`src/rtl/spi_device_pkg.sv`:
```
// Shared constants and types for the SPI device core and its shift engine.
package spi_device_pkg;

    localparam int SPI_DEV_MAX_CHAR = 32;

    // Register offsets, selected by addr_i[4:2]
    localparam logic [2:0] REG_RX     = 3'd0;
    localparam logic [2:0] REG_TX     = 3'd1;
    localparam logic [2:0] REG_CTRL   = 3'd2;
    localparam logic [2:0] REG_STATUS = 3'd3;

    // CTRL bit positions ([4:0] is CHAR_LEN)
    localparam int CTRL_RX_NEG = 5;
    localparam int CTRL_TX_NEG = 6;
    localparam int CTRL_LSB    = 7;
    localparam int CTRL_IE     = 8;
    localparam int CTRL_EN     = 9;

    // STATUS bit positions
    localparam int ST_RX_VALID = 0;
    localparam int ST_TX_FULL  = 1;
    localparam int ST_OVERRUN  = 2;
    localparam int ST_UNDERRUN = 3;
    localparam int ST_ACTIVE   = 4;

    typedef enum logic {
        DEV_IDLE   = 1'b0,
        DEV_ACTIVE = 1'b1
    } dev_state_e;

endpackage

```
`src/rtl/spi_device_core_if.sv`:
```
// Register-bus port of the SPI device core.
interface spi_device_core_if;
    logic [7:0]  addr_i;
    logic [31:0] wdata_i;
    logic [3:0]  be_i;
    logic        we_i;
    logic        re_i;
    logic [31:0] rdata_o;
    logic        error_o;

    modport master (output addr_i, wdata_i, be_i, we_i, re_i, input rdata_o, error_o);
    modport slave  (input addr_i, wdata_i, be_i, we_i, re_i, output rdata_o, error_o);
endinterface

```
`src/rtl/spi_device_shift.sv`:
```
// Pin synchronizers, registered edge detection, TX/RX shifters and bit counter.
module spi_device_shift
    import spi_device_pkg::*;
#(
    parameter int SYNC_STAGES = 2
) (
    input  logic        clk_i,
    input  logic        rst_i,
    input  logic        sclk_i,
    input  logic        ss_ni,
    input  logic        sd_i,
    input  logic        active,
    input  logic        load,
    input  logic [31:0] load_word,
    input  logic [4:0]  char_len,
    input  logic        rx_negedge,
    input  logic        tx_negedge,
    input  logic        lsb_first,
    output logic        ss_fall,
    output logic        ss_high,
    output logic        char_done,
    output logic [31:0] rx_word,
    output logic        sd_bit
);
    logic [SYNC_STAGES-1:0]      sclk_sync, ss_sync, sd_sync;
    logic                        sclk_d, sclk_rise, sclk_fall, sd_q;
    logic [SPI_DEV_MAX_CHAR-1:0] tx_sh, rx_sh;
    logic [5:0]                  bit_cnt, cnt_inc, char_bits;
    logic [4:0]                  top_bit;
    logic                        sampled, sample_edge, drive_edge;

    // CHAR_LEN of 0 means a full 32-bit character; top_bit wraps to 31 likewise
    assign char_bits   = (char_len == 5'd0) ? 6'd32 : {1'b0, char_len};
    assign top_bit     = char_len - 5'd1;
    assign sample_edge = active & (rx_negedge ? sclk_fall : sclk_rise);
    assign drive_edge  = active & (tx_negedge ? sclk_fall : sclk_rise);
    assign cnt_inc     = bit_cnt + 6'd1;
    assign char_done   = sample_edge & (cnt_inc == char_bits);
    assign sd_bit      = active & (lsb_first ? tx_sh[0] : tx_sh[top_bit]);

    // Shift-in value including the bit on this sample edge, right-justified
    always_comb begin
        rx_word = {rx_sh[SPI_DEV_MAX_CHAR-2:0], sd_q};
        if (lsb_first) begin
            rx_word          = rx_sh >> 1;
            rx_word[top_bit] = sd_q;
        end
    end

    // Multi-stage synchronizers on the async SPI pins; ss idles deselected
    always_ff @(posedge clk_i) begin
        if (rst_i) begin
            sclk_sync <= '0;
            ss_sync   <= '1;
            sd_sync   <= '0;
        end else begin
            sclk_sync <= {sclk_sync[SYNC_STAGES-2:0], sclk_i};
            ss_sync   <= {ss_sync[SYNC_STAGES-2:0], ss_ni};
            sd_sync   <= {sd_sync[SYNC_STAGES-2:0], sd_i};
        end
    end

    // Registered edge pulses; sd_q is delayed to line up with the sclk pulses
    always_ff @(posedge clk_i) begin
        if (rst_i) begin
            sclk_d    <= 1'b0;
            sclk_rise <= 1'b0;
            sclk_fall <= 1'b0;
            ss_high   <= 1'b1;
            ss_fall   <= 1'b0;
            sd_q      <= 1'b0;
        end else begin
            sclk_d    <= sclk_sync[SYNC_STAGES-1];
            sclk_rise <= sclk_sync[SYNC_STAGES-1] & ~sclk_d;
            sclk_fall <= ~sclk_sync[SYNC_STAGES-1] & sclk_d;
            ss_high   <= ss_sync[SYNC_STAGES-1];
            ss_fall   <= ~ss_sync[SYNC_STAGES-1] & ss_high;
            sd_q      <= sd_sync[SYNC_STAGES-1];
        end
    end

    // Character engine: load wins, idle discards everything, else shift on edges
    always_ff @(posedge clk_i) begin
        if (rst_i) begin
            tx_sh   <= '0;
            rx_sh   <= '0;
            bit_cnt <= '0;
            sampled <= 1'b0;
        end else if (load) begin
            tx_sh   <= load_word;
            rx_sh   <= '0;
            bit_cnt <= '0;
            sampled <= 1'b0;
        end else if (!active) begin
            tx_sh   <= '0;
            rx_sh   <= '0;
            bit_cnt <= '0;
            sampled <= 1'b0;
        end else begin
            // Drive edges before the first sample of a char keep the first bit up
            if (drive_edge && sampled)
                tx_sh <= lsb_first ? (tx_sh >> 1) : (tx_sh << 1);
            if (sample_edge) begin
                rx_sh   <= rx_word;
                bit_cnt <= cnt_inc;
                sampled <= 1'b1;
            end
        end
    end

endmodule

```
`src/rtl/spi_device_core.sv`:
```
// SPI device core: register file, single-entry RX/TX buffers and link FSM.
module spi_device_core
    import spi_device_pkg::*;
#(
    parameter int SYNC_STAGES = 2
) (
    input  logic             clk_i,
    input  logic             rst_i,
    spi_device_core_if.slave bus,
    output logic             intr_rx_o,
    output logic             intr_tx_o,
    input  logic             sclk_i,
    input  logic             ss_ni,
    input  logic             sd_i,
    output logic             sd_o,
    output logic             sd_oe
);
    dev_state_e  state_q, state_d;
    logic [9:0]  ctrl_q;
    logic [31:0] tx_buf_q, rx_buf_q, rdata_q, rd_val, load_word, rx_word;
    logic        tx_full_q, rx_valid_q, overrun_q, underrun_q, error_q;
    logic        ss_fall, ss_high, char_done, enter, load, active;
    logic        wr_tx, wr_ctrl, wr_stat, rd_rx;
    logic [2:0]  reg_off;
    logic        unused_addr;

    assign reg_off     = bus.addr_i[4:2];
    assign unused_addr = ^{bus.addr_i[7:5], bus.addr_i[1:0]};
    assign active      = (state_q == DEV_ACTIVE);
    assign wr_tx       = bus.we_i && (reg_off == REG_TX);
    assign wr_ctrl     = bus.we_i && (reg_off == REG_CTRL);
    assign wr_stat     = bus.we_i && (reg_off == REG_STATUS);
    assign rd_rx       = bus.re_i && (reg_off == REG_RX);
    assign load        = enter | char_done;
    assign load_word   = tx_full_q ? tx_buf_q : '0;
    assign bus.rdata_o = rdata_q;
    assign bus.error_o = error_q;
    assign sd_oe       = active;

    spi_device_shift #(.SYNC_STAGES(SYNC_STAGES)) u_shift (
        .clk_i      (clk_i),
        .rst_i      (rst_i),
        .sclk_i     (sclk_i),
        .ss_ni      (ss_ni),
        .sd_i       (sd_i),
        .active     (active),
        .load       (load),
        .load_word  (load_word),
        .char_len   (ctrl_q[4:0]),
        .rx_negedge (ctrl_q[CTRL_RX_NEG]),
        .tx_negedge (ctrl_q[CTRL_TX_NEG]),
        .lsb_first  (ctrl_q[CTRL_LSB]),
        .ss_fall    (ss_fall),
        .ss_high    (ss_high),
        .char_done  (char_done),
        .rx_word    (rx_word),
        .sd_bit     (sd_o)
    );

    // Link FSM next state; entry also triggers the first character load
    always_comb begin
        state_d = state_q;
        enter   = 1'b0;
        case (state_q)
            DEV_IDLE: if (ctrl_q[CTRL_EN] && ss_fall) begin
                state_d = DEV_ACTIVE;
                enter   = 1'b1;
            end
            DEV_ACTIVE: if (ss_high || !ctrl_q[CTRL_EN]) state_d = DEV_IDLE;
        endcase
    end

    // Link FSM state register
    always_ff @(posedge clk_i) begin
        if (rst_i) state_q <= DEV_IDLE;
        else       state_q <= state_d;
    end

    // Read mux; write-only and unmapped offsets read as zero
    always_comb begin
        rd_val = '0;
        case (reg_off)
            REG_RX:     rd_val = rx_buf_q;
            REG_CTRL:   rd_val = {22'b0, ctrl_q};
            REG_STATUS: rd_val = {27'b0, active, underrun_q, overrun_q, tx_full_q, rx_valid_q};
            default:    ;
        endcase
    end

    // Registers and buffers; hardware sets come last so they beat bus clears
    always_ff @(posedge clk_i) begin
        if (rst_i) begin
            ctrl_q     <= '0;
            tx_buf_q   <= '0;
            rx_buf_q   <= '0;
            rdata_q    <= '0;
            tx_full_q  <= 1'b0;
            rx_valid_q <= 1'b0;
            overrun_q  <= 1'b0;
            underrun_q <= 1'b0;
            error_q    <= 1'b0;
            intr_rx_o  <= 1'b0;
            intr_tx_o  <= 1'b0;
        end else begin
            intr_rx_o <= 1'b0;
            intr_tx_o <= 1'b0;
            error_q   <= (bus.we_i || bus.re_i) && (reg_off > REG_STATUS);
            if (bus.re_i) rdata_q <= rd_val;
            if (wr_ctrl && !active) begin
                if (bus.be_i[0]) ctrl_q[7:0] <= bus.wdata_i[7:0];
                if (bus.be_i[1]) ctrl_q[9:8] <= bus.wdata_i[9:8];
            end
            if (wr_stat && bus.be_i[0]) begin
                if (bus.wdata_i[ST_OVERRUN])  overrun_q  <= 1'b0;
                if (bus.wdata_i[ST_UNDERRUN]) underrun_q <= 1'b0;
            end
            if (rd_rx) rx_valid_q <= 1'b0;
            if (load) begin
                tx_full_q <= 1'b0;
                if (tx_full_q) intr_tx_o  <= ctrl_q[CTRL_IE];
                else           underrun_q <= 1'b1;
            end
            // Decided on the old TX_FULL: a write racing a load of a full buffer is dropped
            if (wr_tx && !tx_full_q) begin
                for (int b = 0; b < 4; b++)
                    if (bus.be_i[b]) tx_buf_q[b*8 +: 8] <= bus.wdata_i[b*8 +: 8];
                tx_full_q <= 1'b1;
            end
            if (char_done) begin
                if (!rx_valid_q) begin
                    rx_buf_q   <= rx_word;
                    rx_valid_q <= 1'b1;
                    intr_rx_o  <= ctrl_q[CTRL_IE];
                end else begin
                    overrun_q <= 1'b1;
                end
            end
        end
    end

endmodule

```
`src/flat_wrapper.sv`:
```
// flat-port wrapper written by rule: the top's interface ports become plain ports
module spi_device_core_flat import spi_device_pkg::*;
#(
    parameter int SYNC_STAGES = 2
)
  (clk_i, rst_i, intr_rx_o, intr_tx_o, sclk_i, ss_ni, sd_i, sd_o, sd_oe, bus_addr_i, bus_wdata_i, bus_be_i, bus_we_i, bus_re_i, bus_rdata_o, bus_error_o);
  spi_device_core_if bus_i ();
  input  logic clk_i;
  input  logic rst_i;
  output logic intr_rx_o;
  output logic intr_tx_o;
  input  logic sclk_i;
  input  logic ss_ni;
  input  logic sd_i;
  output logic sd_o;
  output logic sd_oe;
  input wire logic [$bits(bus_i.addr_i)-1:0] bus_addr_i;
  input wire logic [$bits(bus_i.wdata_i)-1:0] bus_wdata_i;
  input wire logic [$bits(bus_i.be_i)-1:0] bus_be_i;
  input wire logic [$bits(bus_i.we_i)-1:0] bus_we_i;
  input wire logic [$bits(bus_i.re_i)-1:0] bus_re_i;
  output wire logic [$bits(bus_i.rdata_o)-1:0] bus_rdata_o;
  output wire logic [$bits(bus_i.error_o)-1:0] bus_error_o;
  assign bus_i.addr_i = bus_addr_i;
  assign bus_i.wdata_i = bus_wdata_i;
  assign bus_i.be_i = bus_be_i;
  assign bus_i.we_i = bus_we_i;
  assign bus_i.re_i = bus_re_i;
  assign bus_rdata_o = bus_i.rdata_o;
  assign bus_error_o = bus_i.error_o;
  spi_device_core #(.SYNC_STAGES(SYNC_STAGES)) u_core (.clk_i(clk_i), .rst_i(rst_i), .bus(bus_i), .intr_rx_o(intr_rx_o), .intr_tx_o(intr_tx_o), .sclk_i(sclk_i), .ss_ni(ss_ni), .sd_i(sd_i), .sd_o(sd_o), .sd_oe(sd_oe));
endmodule
```
`config.mk`:
```
export PLATFORM = sky130hd
export DESIGN_NAME = spi_device_core_flat
export DESIGN_NICKNAME = d
export VERILOG_FILES = /design/src/rtl/spi_device_pkg.sv /design/src/rtl/spi_device_core_if.sv /design/src/rtl/spi_device_shift.sv /design/src/rtl/spi_device_core.sv /design/src/flat_wrapper.sv
export SDC_FILE = /design/constraint.sdc
export NUM_CORES = 1
export LEC_CHECK = 0
export BUFFER_PORTS_ARGS = -buffer_cell sky130_fd_sc_hd__buf_4
export CAP_MARGIN = 20
export CORE_MARGIN = 10
export CORE_UTILIZATION = 50
export DETAILED_ROUTE_END_ITERATION = 7
export GPL_TIMING_DRIVEN = 0
export PLACE_DENSITY = 0.75
export RECOVER_POWER = 100
export SYNTH_ARGS = -nofsm -noshare
export SYNTH_HDL_FRONTEND = slang
export SYNTH_SLANG_ARGS = --single-unit
```
`constraint.sdc`:
```
create_clock -name clk_i -period 3.04 [get_ports clk_i]
set_clock_uncertainty 0.05 [all_clocks]
set_input_delay 0 -clock clk_i [delete_from_list [all_inputs] [get_ports clk_i]]
set_output_delay 0 -clock clk_i [all_outputs]
set_load 0.01 [all_outputs]
```
==> summary.md <==
| Metric | Value |
|---|---|
| Clock buffer count from CTS | `17` |
| CTS tree | `yes` |
| Post-synth net total | `1182` |
| Leading cell type in the layout, fill and taps excluded | `dfxtp_1` |
| Final Power | `5.29 mW` |
| Top-area cell type share of the netlist area | `between 40% and 50%` |
| EDFF count, synth | `0` |
| Number of clock sinks | `between 150 and 200` |
| Initial antenna violation count | `1` |
| Worst-path maximum fanout | `10` |
| Reg2Reg Setup Slack | `100 ps` |
| Skew-Pair Late Insertion Delay | `440 ps` |
| Detailed-route via count | `9155` |
| Clk pin slew, worst setup/hold paths | `80 ps` |
| Layout cells sized above 1 | `10.8%` |
| DRC viols | `0` |
| DRT iter0 DRCs | `1178` |
| Core area | `approximately 19000 um2` |
| Maximum VDD drop | `0.413 mV` |
| Mapped Cells | `1126` |
| HPWL after DPL | `20200 um` |
| Die area | `~25000 um2` |
| Final hold vios | `0` |
| Final Setup Violations | `0` |
| Max-cap violations | `0` |
| Startpoint types | `flip-flop` |
| First-pass GRT wire length | `47100 um` |
| YS warnings | `0` |
| Row cnt | `50` |
| Crit share post-route | `96.8%` |
| Number of global-route vias before repair | `8736` |
| Most frequent cells in the layout | `dfxtp_1, a21oi_1, nor2_1` |
| Dpl cells | `1439` |
| Layout area overhead | `21.1%` |
| Status | `complete, no violations` |
| Synth area leaders | `dfxtp_1, mux2i_1, a21oi_1, nor2_1, nand2_1` |
| Die height | `158 um` |
| Setup TNS | `0 ps` |
| Main synth FF type | `dfxtp_1` |
| Finished Layout Cells | `1527` |
| Htree depth | `4` |
| Worst endpoint data arrival time | `2890 ps` |
| Worst Max-Slew Pin Slew | `789 ps` |
| Die W | `158 um` |
| Detailed Routing Iterations Pass 1 | `5` |
| Register area share after synthesis | `between 40% and 50%` |
| Yosys cell types | `53` |
| Min Tclk post-route | `2940 ps` |
| WL/cell | `19.2 um` |
| Final design utilization | `between 60 and 70%` |
| Number of synthesized register bits | `approximately 200` |
| Routability cong. | `0.962` |
| Cell taking the most area after synthesis | `dfxtp_1` |
| Worst setup EP type | `primary output` |
| Grt ovf | `0` |
| Starting Density | `between 50 and 60%` |
| WS Path Type | `reg2out` |
| Root buffer cell | `clkbuf_16` |
| GRT Util Overall | `about a quarter` |
| Synth async-reset ratio | `0%` |
| Syn Area/Cell | `8.41 um2` |
| CTS max path bufs | `2` |
| Slew headroom | `around 47%` |
| Fmax | `~0.34 GHz` |
| Nets | `1335` |
| Post-Syn Area | `9470 um2` |
| Hold Crit Class | `in2reg` |
| Worst endpoint required time | `2990 ps` |
| Routed WL | `29200 um` |
| Fin. max-slew vios | `0` |
| Vias per inst | `approximately 6` |
| ANT nets after route | `0` |
| PwrDens | `462 nW/um2` |
| Pin count of the biggest net entering global routing | `20` |
| Ports | `approximately 90` |
| FILL cells | `1618` |
| Static leakage | `4.03 nW` |
| Buffers on Ports | `79` |
==> report_power, final <==
group / internal, mW / leakage, nW / switching [mW] / total, mW
Sequential: 2.59 / 1.59 / 0.00936 / 2.60
Clock: 1.28 / 0.305 / 1.12 / 2.39
Combinational: 0.123 / 2.13 / 0.176 / 0.300
Total: 3.99 / 4.03 / 1.30 / 5.29
==> area by class of cell <==
type	count	area [um2]	area share [%]
buffer	94	434	3.78
clock inverter	14	180	1.57
timing repair buffer	138	1040	9.06
antenna	1	2.50	0.0218
clock buffer	18	439	3.83
multi-input combinational	790	4980	43.4
inverter	41	154	1.34
tap	234	293	2.55
sequential	197	3950	34.4
==> worst max-delay path, cell delays in order, from the launching register on <==
cell      delay, ps
dfxtp_1         440
clkbuf_1        500
xor2_1          450
mux4_2          580
a21oi_1         160
o21ai_1         140
buf_4           180
==> state kept, by name, indices dropped and copies added (netlist names), 2 cells and up <==
| register | count |
|---|---|
| u_core.u_shift.ss_sync | 2 |
| u_core.tx_buf_q | 32 |
| u_core.u_shift.sd_sync | 2 |
| u_core.u_shift.rx_sh | 32 |
| u_core.bus.rdata_o | 32 |
| u_core.ctrl_q | 10 |
| u_core.u_shift.sclk_sync | 2 |
| u_core.u_shift.bit_cnt | 6 |
| u_core.u_shift.tx_sh | 32 |
| u_core.rx_buf_q | 32 |
==> metrics by stage <==
| stage | worst slack [ps] | instance area [um2] | hold WS (ps) |
|---|---|---|---|
| 3_3_place_gp | -571 | 10400 | 137 |
| 4_1_cts | 28.3 | 11600 | 5.88 |
| 5_1_grt | -15.5 | 11500 | 50.6 |
| 2_1_floorplan | 15.9 | 9470 | 53.8 |
| 3_5_place_dp | -678 | 10400 | 140 |
| 6_report | 96.6 | 11500 | 22.9 |
==> per-layer routing <==
layer | share of wire (%) | GRT usage, %
met5 | 0 | 0
met4 | 3.2 | 8.59
met3 | 8.6 | 4.86
met2 | 44 | 35.2
met1 | 45 | 32.8
==> cells in the mapped netlist (all sizes together), types with 4 or more instances <==
master and number:
o21ai 9, nor3 22, nand4 8, nor2b 44, mux2i 105, a31oi 32
nand2 122, ha 5, mux4 9, xor2 10, nand2b 4, mux2 7
clkbuf 72, nor2 129, inv 41, a32oi 30, dfxtp 197, a21oi 135
a211oi 35, nand3 39, nor3b 5, xnor2 7, buf 26
==> worst paths after layout <==
| path | cells past startpoint | endpoint | start |
|---|---|---|---|
| max | 6 | sd_o | u_core.ctrl_q[2]$_SDFFE_PP0P_ |
| min | 3 | u_core.tx_buf_q[12]$_SDFFE_PP0P_ | bus_be_i[1] |
| max reg2reg | 13 | u_core.u_shift.rx_sh[19]$_SDFFE_PP0P_ | u_core.ctrl_q[0]$_SDFFE_PP0P_ |
| min reg2reg | 1 | u_core.u_shift.sclk_rise$_SDFF_PP0_ | u_core.u_shift.sclk_d$_SDFF_PP0_ |
==> timing repair <==
item | CTS | global route
setup endpoints to repair | 109 | 96
buffers inserted | 2 | 0
gates cloned | 0 | 0
endpoints found under the hold margin | 66 | 0
hold buffers | 57 | 0
resized for setup | 27 | 17
pin swaps | 0 | 1
==> cell families after synthesis <==
kind of cell | Yosys count | share of synthesized area (%)
simple gates | 390 | 18.7
buf+inv | 139 | 6.00
fa+ha+maj | 5 | 0.660
xor+xnor | 17 | 1.57
mux | 121 | 14.1
compound gates | 257 | 17.3
flops | 197 | 41.6
No activity file was read; power rests on OpenSTA's default activity.
